--- config.mk ---
export PLATFORM = sky130hd
export DESIGN_NAME = pid_pwm_driver
export DESIGN_NICKNAME = d
export VERILOG_FILES = /design/src/rtl/pid_pwm_pkg.sv /design/src/rtl/pwm_deadtime.sv /design/src/rtl/pid_pwm_driver.sv
export SDC_FILE = /design/constraint.sdc
export NUM_CORES = 1
export LEC_CHECK = 0
export BUFFER_PORTS_ARGS = -buffer_cell sky130_fd_sc_hd__buf_2
export CAP_MARGIN = 40
export CORE_MARGIN = 5
export CORE_UTILIZATION = 45
export DETAILED_ROUTE_END_ITERATION = 8
export GPL_ROUTABILITY_DRIVEN = 1
export PLACE_DENSITY = 0.66
export SYNTH_ARGS = -nofsm -noshare
export SYNTH_HDL_FRONTEND = slang
export SYNTH_SLANG_ARGS = --single-unit
--- constraint.sdc ---
create_clock -name clk -period 4.2 [get_ports clk]
set_input_delay 0 -clock clk [delete_from_list [all_inputs] [get_ports clk]]
set_output_delay 0 -clock clk [all_outputs]
set_load 0.02 [all_outputs]
--- src/rtl/pid_pwm_pkg.sv ---
// Shared constants for the PID-to-PWM output stage: dead-time FSM state encoding,
// default timing parameters and the uk0 scaling helper.
package pid_pwm_pkg;

  localparam int unsigned UkW       = 15;
  localparam int unsigned DefCntW   = 10;
  localparam int unsigned DefPeriod = 1000;
  localparam int unsigned DefDead   = 4;
  localparam int unsigned DefShift  = 4;

  typedef logic [2:0] pwm_state_t;

  localparam pwm_state_t StIdle = 3'd0;
  localparam pwm_state_t StLon  = 3'd1;
  localparam pwm_state_t StDtH  = 3'd2;
  localparam pwm_state_t StHon  = 3'd3;
  localparam pwm_state_t StDtL  = 3'd4;

  // Sign-preserving scale-down of the PID output before it is clamped to a duty value.
  function automatic int uk_shift(input logic signed [UkW-1:0] uk, input int unsigned shift);
    int v;
    v = int'(uk);
    return v >>> shift;
  endfunction

endpackage

--- src/rtl/pwm_deadtime.sv ---
// Complementary gate driver: turns the raw comparator level into pwm_h/pwm_l with
// a guaranteed all-off interval of DEAD cycles before either gate switches on.
module pwm_deadtime
  import pid_pwm_pkg::*;
#(
  parameter int unsigned DEAD = DefDead
) (
  input  logic clk,
  input  logic rst,
  input  logic en,
  input  logic raw,
  output logic pwm_h,
  output logic pwm_l
);

  localparam logic [3:0] DeadLd = 4'(DEAD);

  pwm_state_t state_q, state_d;
  logic [3:0] dcnt_q, dcnt_d;
  logic       pwm_h_q, pwm_l_q;

  always_comb begin
    state_d = state_q;
    dcnt_d  = dcnt_q;
    if (!en) begin
      state_d = StIdle;
      dcnt_d  = '0;
    end else begin
      unique case (state_q)
        // Leaving idle always passes through a full low-side dead interval.
        StIdle: begin
          state_d = StDtL;
          dcnt_d  = DeadLd;
        end
        StLon: begin
          if (raw) begin
            state_d = StDtH;
            dcnt_d  = DeadLd;
          end
        end
        StHon: begin
          if (!raw) begin
            state_d = StDtL;
            dcnt_d  = DeadLd;
          end
        end
        StDtH: begin
          if (!raw) begin
            state_d = StDtL;
            dcnt_d  = DeadLd;
          end else if (dcnt_q == 4'd1) begin
            state_d = StHon;
          end else begin
            dcnt_d = dcnt_q - 4'd1;
          end
        end
        StDtL: begin
          if (raw) begin
            state_d = StDtH;
            dcnt_d  = DeadLd;
          end else if (dcnt_q == 4'd1) begin
            state_d = StLon;
          end else begin
            dcnt_d = dcnt_q - 4'd1;
          end
        end
        default: begin
          state_d = StIdle;
          dcnt_d  = '0;
        end
      endcase
    end
  end

  always_ff @(posedge clk) begin
    if (rst) begin
      state_q <= StIdle;
      dcnt_q  <= '0;
      pwm_h_q <= 1'b0;
      pwm_l_q <= 1'b0;
    end else begin
      state_q <= state_d;
      dcnt_q  <= dcnt_d;
      pwm_h_q <= (state_d == StHon);
      pwm_l_q <= (state_d == StLon);
    end
  end

  assign pwm_h = pwm_h_q;
  assign pwm_l = pwm_l_q;

endmodule

--- src/rtl/pid_pwm_driver.sv ---
// PID output to PWM: clamps uk0 into a shadow duty register, runs the period counter
// and feeds the compare level to the dead-time gate driver.
module pid_pwm_driver
  import pid_pwm_pkg::*;
#(
  parameter int unsigned CNT_W  = DefCntW,
  parameter int unsigned PERIOD = DefPeriod,
  parameter int unsigned DEAD   = DefDead,
  parameter int unsigned SHIFT  = DefShift
) (
  input  logic                  clk,
  input  logic                  rst,
  input  logic                  en,
  input  logic signed [UkW-1:0] uk0,
  input  logic                  uk_valid,
  output logic                  pwm_h,
  output logic                  pwm_l,
  output logic [CNT_W-1:0]      duty,
  output logic                  period_start,
  output logic                  sat_hi,
  output logic                  sat_lo
);

  localparam logic [CNT_W-1:0] CntLast = CNT_W'(PERIOD - 1);
  localparam logic [CNT_W-1:0] DutyMax = CNT_W'(PERIOD);

  logic [CNT_W-1:0] cnt_q, cnt_d;
  logic [CNT_W-1:0] pending_q, pending_d;
  logic [CNT_W-1:0] duty_q, duty_d;
  logic [CNT_W-1:0] clamp_val;
  logic             period_start_q;
  logic             sat_hi_q, sat_lo_q;
  logic             clamp_hi, clamp_lo;
  logic             wrap;
  logic             raw;
  int               scaled;

  always_comb begin
    scaled    = uk_shift(uk0, SHIFT);
    clamp_lo  = (scaled < 0);
    clamp_hi  = (scaled > int'(PERIOD));
    clamp_val = clamp_lo ? '0 : (clamp_hi ? DutyMax : CNT_W'(scaled));

    wrap      = en && (cnt_q == CntLast);
    cnt_d     = (!en || wrap) ? '0 : cnt_q + 1'b1;
    pending_d = uk_valid ? clamp_val : pending_q;
    // A strobe landing on the wrap cycle goes straight into the next period.
    duty_d    = wrap ? pending_d : duty_q;
  end

  always_ff @(posedge clk) begin
    if (rst) begin
      cnt_q          <= '0;
      pending_q      <= '0;
      duty_q         <= '0;
      period_start_q <= 1'b0;
      sat_hi_q       <= 1'b0;
      sat_lo_q       <= 1'b0;
    end else begin
      cnt_q          <= cnt_d;
      pending_q      <= pending_d;
      duty_q         <= duty_d;
      period_start_q <= en && (cnt_q == '0);
      if (uk_valid) begin
        sat_hi_q <= clamp_hi;
        sat_lo_q <= clamp_lo;
      end
    end
  end

  assign raw = (cnt_q < duty_q);

  pwm_deadtime #(
    .DEAD(DEAD)
  ) u_deadtime (
    .clk  (clk),
    .rst  (rst),
    .en   (en),
    .raw  (raw),
    .pwm_h(pwm_h),
    .pwm_l(pwm_l)
  );

  assign duty         = duty_q;
  assign period_start = period_start_q;
  assign sat_hi       = sat_hi_q;
  assign sat_lo       = sat_lo_q;

endmodule

Word level (Yosys, flattened, before mapping)
Cells that the tools add are included.

Add/subtract/negate cells: 2. $lt $le $gt $ge: 3. Eq/ne operators: 10. Muxes and demuxes: 17. Bitwise gates (word level): 1. Reductions and logical operators: 9.

Operators by type and width (count): 2-to-1 mux 10 bit (3); 2-to-1 mux 3 bit (7); 2-to-1 mux 4 bit (5); case mux 4 bit (5 select lines) (1); case mux 3 bit (5 select lines) (1); greater-than comparator 11 bit (second input constant) (1); less-than comparator 11 x 1 -> 1 bit (second input constant) (1); adder 10 x 1 -> 10 bit (second input constant) (1); equality test 10 bit (second input constant) (1); logical NOT 10 bit (1); less-than comparator 10 bit (1); equality test 3 x 2 -> 1 bit (second input constant) (3); equality test 3 x 1 -> 1 bit (second input constant) (2); equality test 4 x 1 -> 1 bit (second input constant) (1); OR reduction 2 bit (2); subtractor 4 x 1 -> 4 bit (second input constant) (1); equality test 3 bit (second input constant) (1); logical NOT 3 bit (1); logical AND 1 bit (2); inequality test 2 x 1 -> 1 bit (second input constant) (1); inequality test 2 bit (second input constant) (1); AND reduction 2 bit (1); logical NOT 1 bit (1); logical OR 1 bit (1); NOT 1 bit (1).

Flip-flop bits (word level): 42. Output and inout port bits: 15.

Logic depth before layout (Yosys ltp)
Depth after elaboration: 6. Mapped depth: 9. Depth with buffers taken out: 8.

Cells and area by module
A second synthesis with hierarchy kept.

Cells, all modules: 235. Area total of the unflattened synthesis: 2155.8 um^2.

By module, submodules not included: pid_pwm_driver (instances 1, cells an instance 167, area an instance 1557.7 um^2, seq. area each 660.6 um^2); pwm_deadtime (instances 1, cells an instance 68, area an instance 598.1 um^2, seq. area each 180.2 um^2).

Worst setup path after synthesis
Ideal clock, no wire load.

Kind: register -> register. From: reg duty_q[3], in the netlist duty[3]. To: reg u_deadtime.dcnt_q[3]. Setup time: 117 ps. Data arrival time: 1862 ps. Data required time: 4083 ps. Setup slack: 2220 ps. Cell stages (with the launch flop): 9. Cells stage by stage: dfxtp_1 > inv_1 > ha_1 > a211oi_1 > nor2_1 > o21ai_0 > a21oi_1 > or2_2 > a32o_1.

Word-level cells in the longest chain between the ends: 3.

RTL lines: start, declared (line pid_pwm_driver.sv:29) `logic [CNT_W-1:0] duty_q, duty_d;`; start signal, assigned (line pid_pwm_driver.sv:62) `duty_q <= duty_d;`; less-than comparator 10 bit * (line pid_pwm_driver.sv:71) `assign raw = (cnt_q < duty_q);`; 2-to-1 mux 4 bit, or another cell as far along (line pwm_deadtime.sv:58) `if (raw) begin`; case mux 4 bit (5 select lines) / AND reduction 2 bit (equally long branches); end signal, assigned (line pwm_deadtime.sv:83) `dcnt_q <= dcnt_d;`; end, declared (line pwm_deadtime.sv:19) `logic [3:0] dcnt_q, dcnt_d;`.

Mark *: on every way between the ends. The rest lies on a longest branch, timed or not. A chain may end at the register's enable or synchronous reset.

Worst setup path after layout
From: reg cnt_q[3]. To: reg u_deadtime.dcnt_q[0].

Word-level cells in the longest chain between the ends: 3.

RTL lines: start, declared (line pid_pwm_driver.sv:27) `logic [CNT_W-1:0] cnt_q, cnt_d;`; start signal, assigned (line pid_pwm_driver.sv:60) `cnt_q <= cnt_d;`; less-than comparator 10 bit * (line pid_pwm_driver.sv:71); 2-to-1 mux 4 bit, or another cell as far along (line pwm_deadtime.sv:58); case mux 4 bit (5 select lines) / AND reduction 2 bit (equally long branches).

Marked as above.

==> reports/results.ini <==
[synth]
syn_area_um2=2130
synth_ff_type=dfxtp_1
ys_seq_area_share_pct=39.4
yosysTopAreaCell=dfxtp_1
yosys-top-cells-count=nor2_1 (46), dfxtp_1 (42), a21oi_1 (20)
synth_enable_flop_cells=0
synth_cell_types=52
synth_cells=254
yosys_warnings=0
yosys.cell_count.top_type=nor2_1
synthArstFlopShare_pct=0
synth.area.top_cells=dfxtp_1 (39%), nor2_1 (8.1%), ha_1 (7.6%)
syn-mean-instance-area_um2=8.40
synth_top_area_share_pct=39.4
synth-seq-cells=42
synthesis.nets=286

[clock_tree]
cts_tree=built
post_cts_buffers=0
clk_latency_ns=0.29
cts_made_buffers=5
clk_path_buf_depth=2
cts_max_level=2
clk_pin_slew_ns=0.08
clock-sinks=42
root_buffer=clkbuf_8

[pwr]
peakVddDrop_v=0.000180
power_switching_uw=177
sw_frac_of_total_pct=22.4
p_int_uw=611
clkPwrFrac_pct=40.1
combPwrFrac_pct=7.7
powerDensity_nw_per_um2=319
p_seq_share_pct=52.2
finalPower_uw=788
leakage_nw=1.04

[sta]
rsz0062_at_grt=no
fin_tns_setup_ns=0
maxSlewViolCount=0
final-setup-viol-count=0
post-route-period-util_pct=52.6
post-route-min-period_ns=2.21
worst_pin_slew_ns=0.636
slew_headroom_pct=57.6
finClkSkew_ns=0.0110
max_freq_mhz=452
hold_viol=0

[worst_setup_path]
critical_path_arrival_ns=2.37
r2r_slack_ns=1.99
slowest_delay_ns=0.50
cp-start-kind=register
crit_path_max_fanout=8
cp.buffers_inverters=0
cp_top_family=compound AO/OA/AOI/OAI gates
end_kind=register
critPathSlowestCell=dfxtp_1
path_cells=ha_1, a211oi_1, nor2_1, o21ai_0, nand2_1, mux2i_1, o32ai_1
required_ns=4.36
critical_path_class=register to register

[finish]
drive_gt1_share_pct=16.2
nFillCells=447
syn_to_final_growth_pct=16.0
diodes=0
nets=321
final_cell_count_no_fill=344

[floorplan]
die-area_um2=6220
core-area_um2=4660
initial_core_util_pct=45.8
num_rows=25
chipWidth_um=78.9
die_h_um=78.9
io_pins=34

[run_status]
status=complete, no violations

[place]
portBuffers=29
dp_hpwl_um=3360
routabilityCongestion=0.845
dpl.cell_count=328

[drt]
wl_per_cell_um=13.4
drtIter0Drc=93
drt-total-wl_um=4600
drt_pass1_iterations=4
drc_errors=0
routed_via_density=5.36
vias=1844
ant_nets=0

[flow_run]
drv_cap=0

[global_route]
grt_pass1_wl_um=8080
grt_antenna_before_repair=0
track_usage_pct=16.1
grt-ovfl-total=0
grt_pass1_vias=1756
grt_max_degree=25

[worst_hold_path]
worstHoldPathType=input port to register

registers in the layout, summed over array words and instances, names as in the netlist:
register            cells
duty                   10
u_deadtime.state_q      3
pending_q              10
cnt_q                  10
u_deadtime.dcnt_q       4
u_deadtime.pwm_h        1
period_start            1
u_deadtime.pwm_l        1
sat_lo                  1
sat_hi                  1
metrics by stage:
stage	cell area (µm²)	util, %	hold slack, ns	worst slack [ns]
6_report	2470	53.1	0.0433	1.99
5_1_grt	2470	53.1	0.0604	1.80
4_1_cts	2470	53.1	0.0407	2.03
3_5_place_dp	2290	49.1	0.265	2.05
3_3_place_gp	2290	49.1	0.261	2.05
2_1_floorplan	2130	-	0.140	2.22
cell type report:
cell class	count	area, µm²	share of cell area (%)
Clock inverter	1	30.0	1.21
Tap cell	54	67.6	2.73
Multi-Input combinational cell	187	1170	47.4
Sequential cell	42	841	34.0
Clock buffer	7	76.3	3.09
Timing Repair Buffer	37	225	9.10
Inverter	16	60.1	2.43
per-layer routing:
layer | share of wire [%] | wire (µm) | track usage, % | vias up
met2 | 46 | 2110 | 25.7 | 31
li1 | - | - | - | 948
met4 | 0.78 | 36 | 3.61 | 0
met1 | 50 | 2310 | 21.8 | 861
met3 | 3.0 | 138 | 4.08 | 4
met5 | 0 | 0 | 0 | -
path summary, 6_finish.rpt:
path | from | to | cells past startpoint
min reg2reg | cnt_q[0] | cnt_q[0] | 1
min | uk_valid | sat_lo | 3
max reg2reg | cnt_q[3] | u_deadtime.dcnt_q[0] | 7
max | cnt_q[3] | u_deadtime.dcnt_q[0] | 7
cell usage in the layout (no fill, tap or decap), types with 6 or more instances in the layout:
cell type	n
a22oi_1	6
a21oi_1	20
buf_2	29
inv_1	15
nand2b_1	6
dlygate4sd3_1	8
nor2_1	46
dfxtp_1	42
nand2_1	11
nor2b_1	9
ha_1	13
nor3_1	6
o21ai_0	8
worst min-delay path, delay by kind of cell:
| kind | cells | cell delay, ns |
|---|---|---|
| buf+inv | 1 | 0.14 |
| mux | 1 | 0.08 |
| simple gates | 1 | 0.07 |
power groups by stage:
stage	combinational, mW	clock (mW)	sequential, mW
2_1_floorplan	0.0371	0	0.420
3_3_place_gp	0.0544	0	0.421
3_5_place_dp	0.0548	0	0.421
6_report	0.0608	0.316	0.412
5_1_grt	0.0692	0.340	0.413
4_1_cts	0.0606	0.322	0.411
logic make-up after synthesis:
family | Yosys count | synth area share [%]
simple gates | 106 | 25.0
compound gates | 55 | 16.8
flops | 42 | 39.4
buf+inv | 25 | 5.57
fa+ha+maj | 13 | 7.62
xor+xnor | 8 | 3.28
mux | 5 | 2.35
repair_timing:
item / in CTS / in global routing
hold buffers: 8 / 0
endpoints found under the setup margin: 0 / 0
resized for setup: 0 / 0
endpoints found under the hold margin: 8 / 0
No activity file was read; power rests on OpenSTA's default activity.
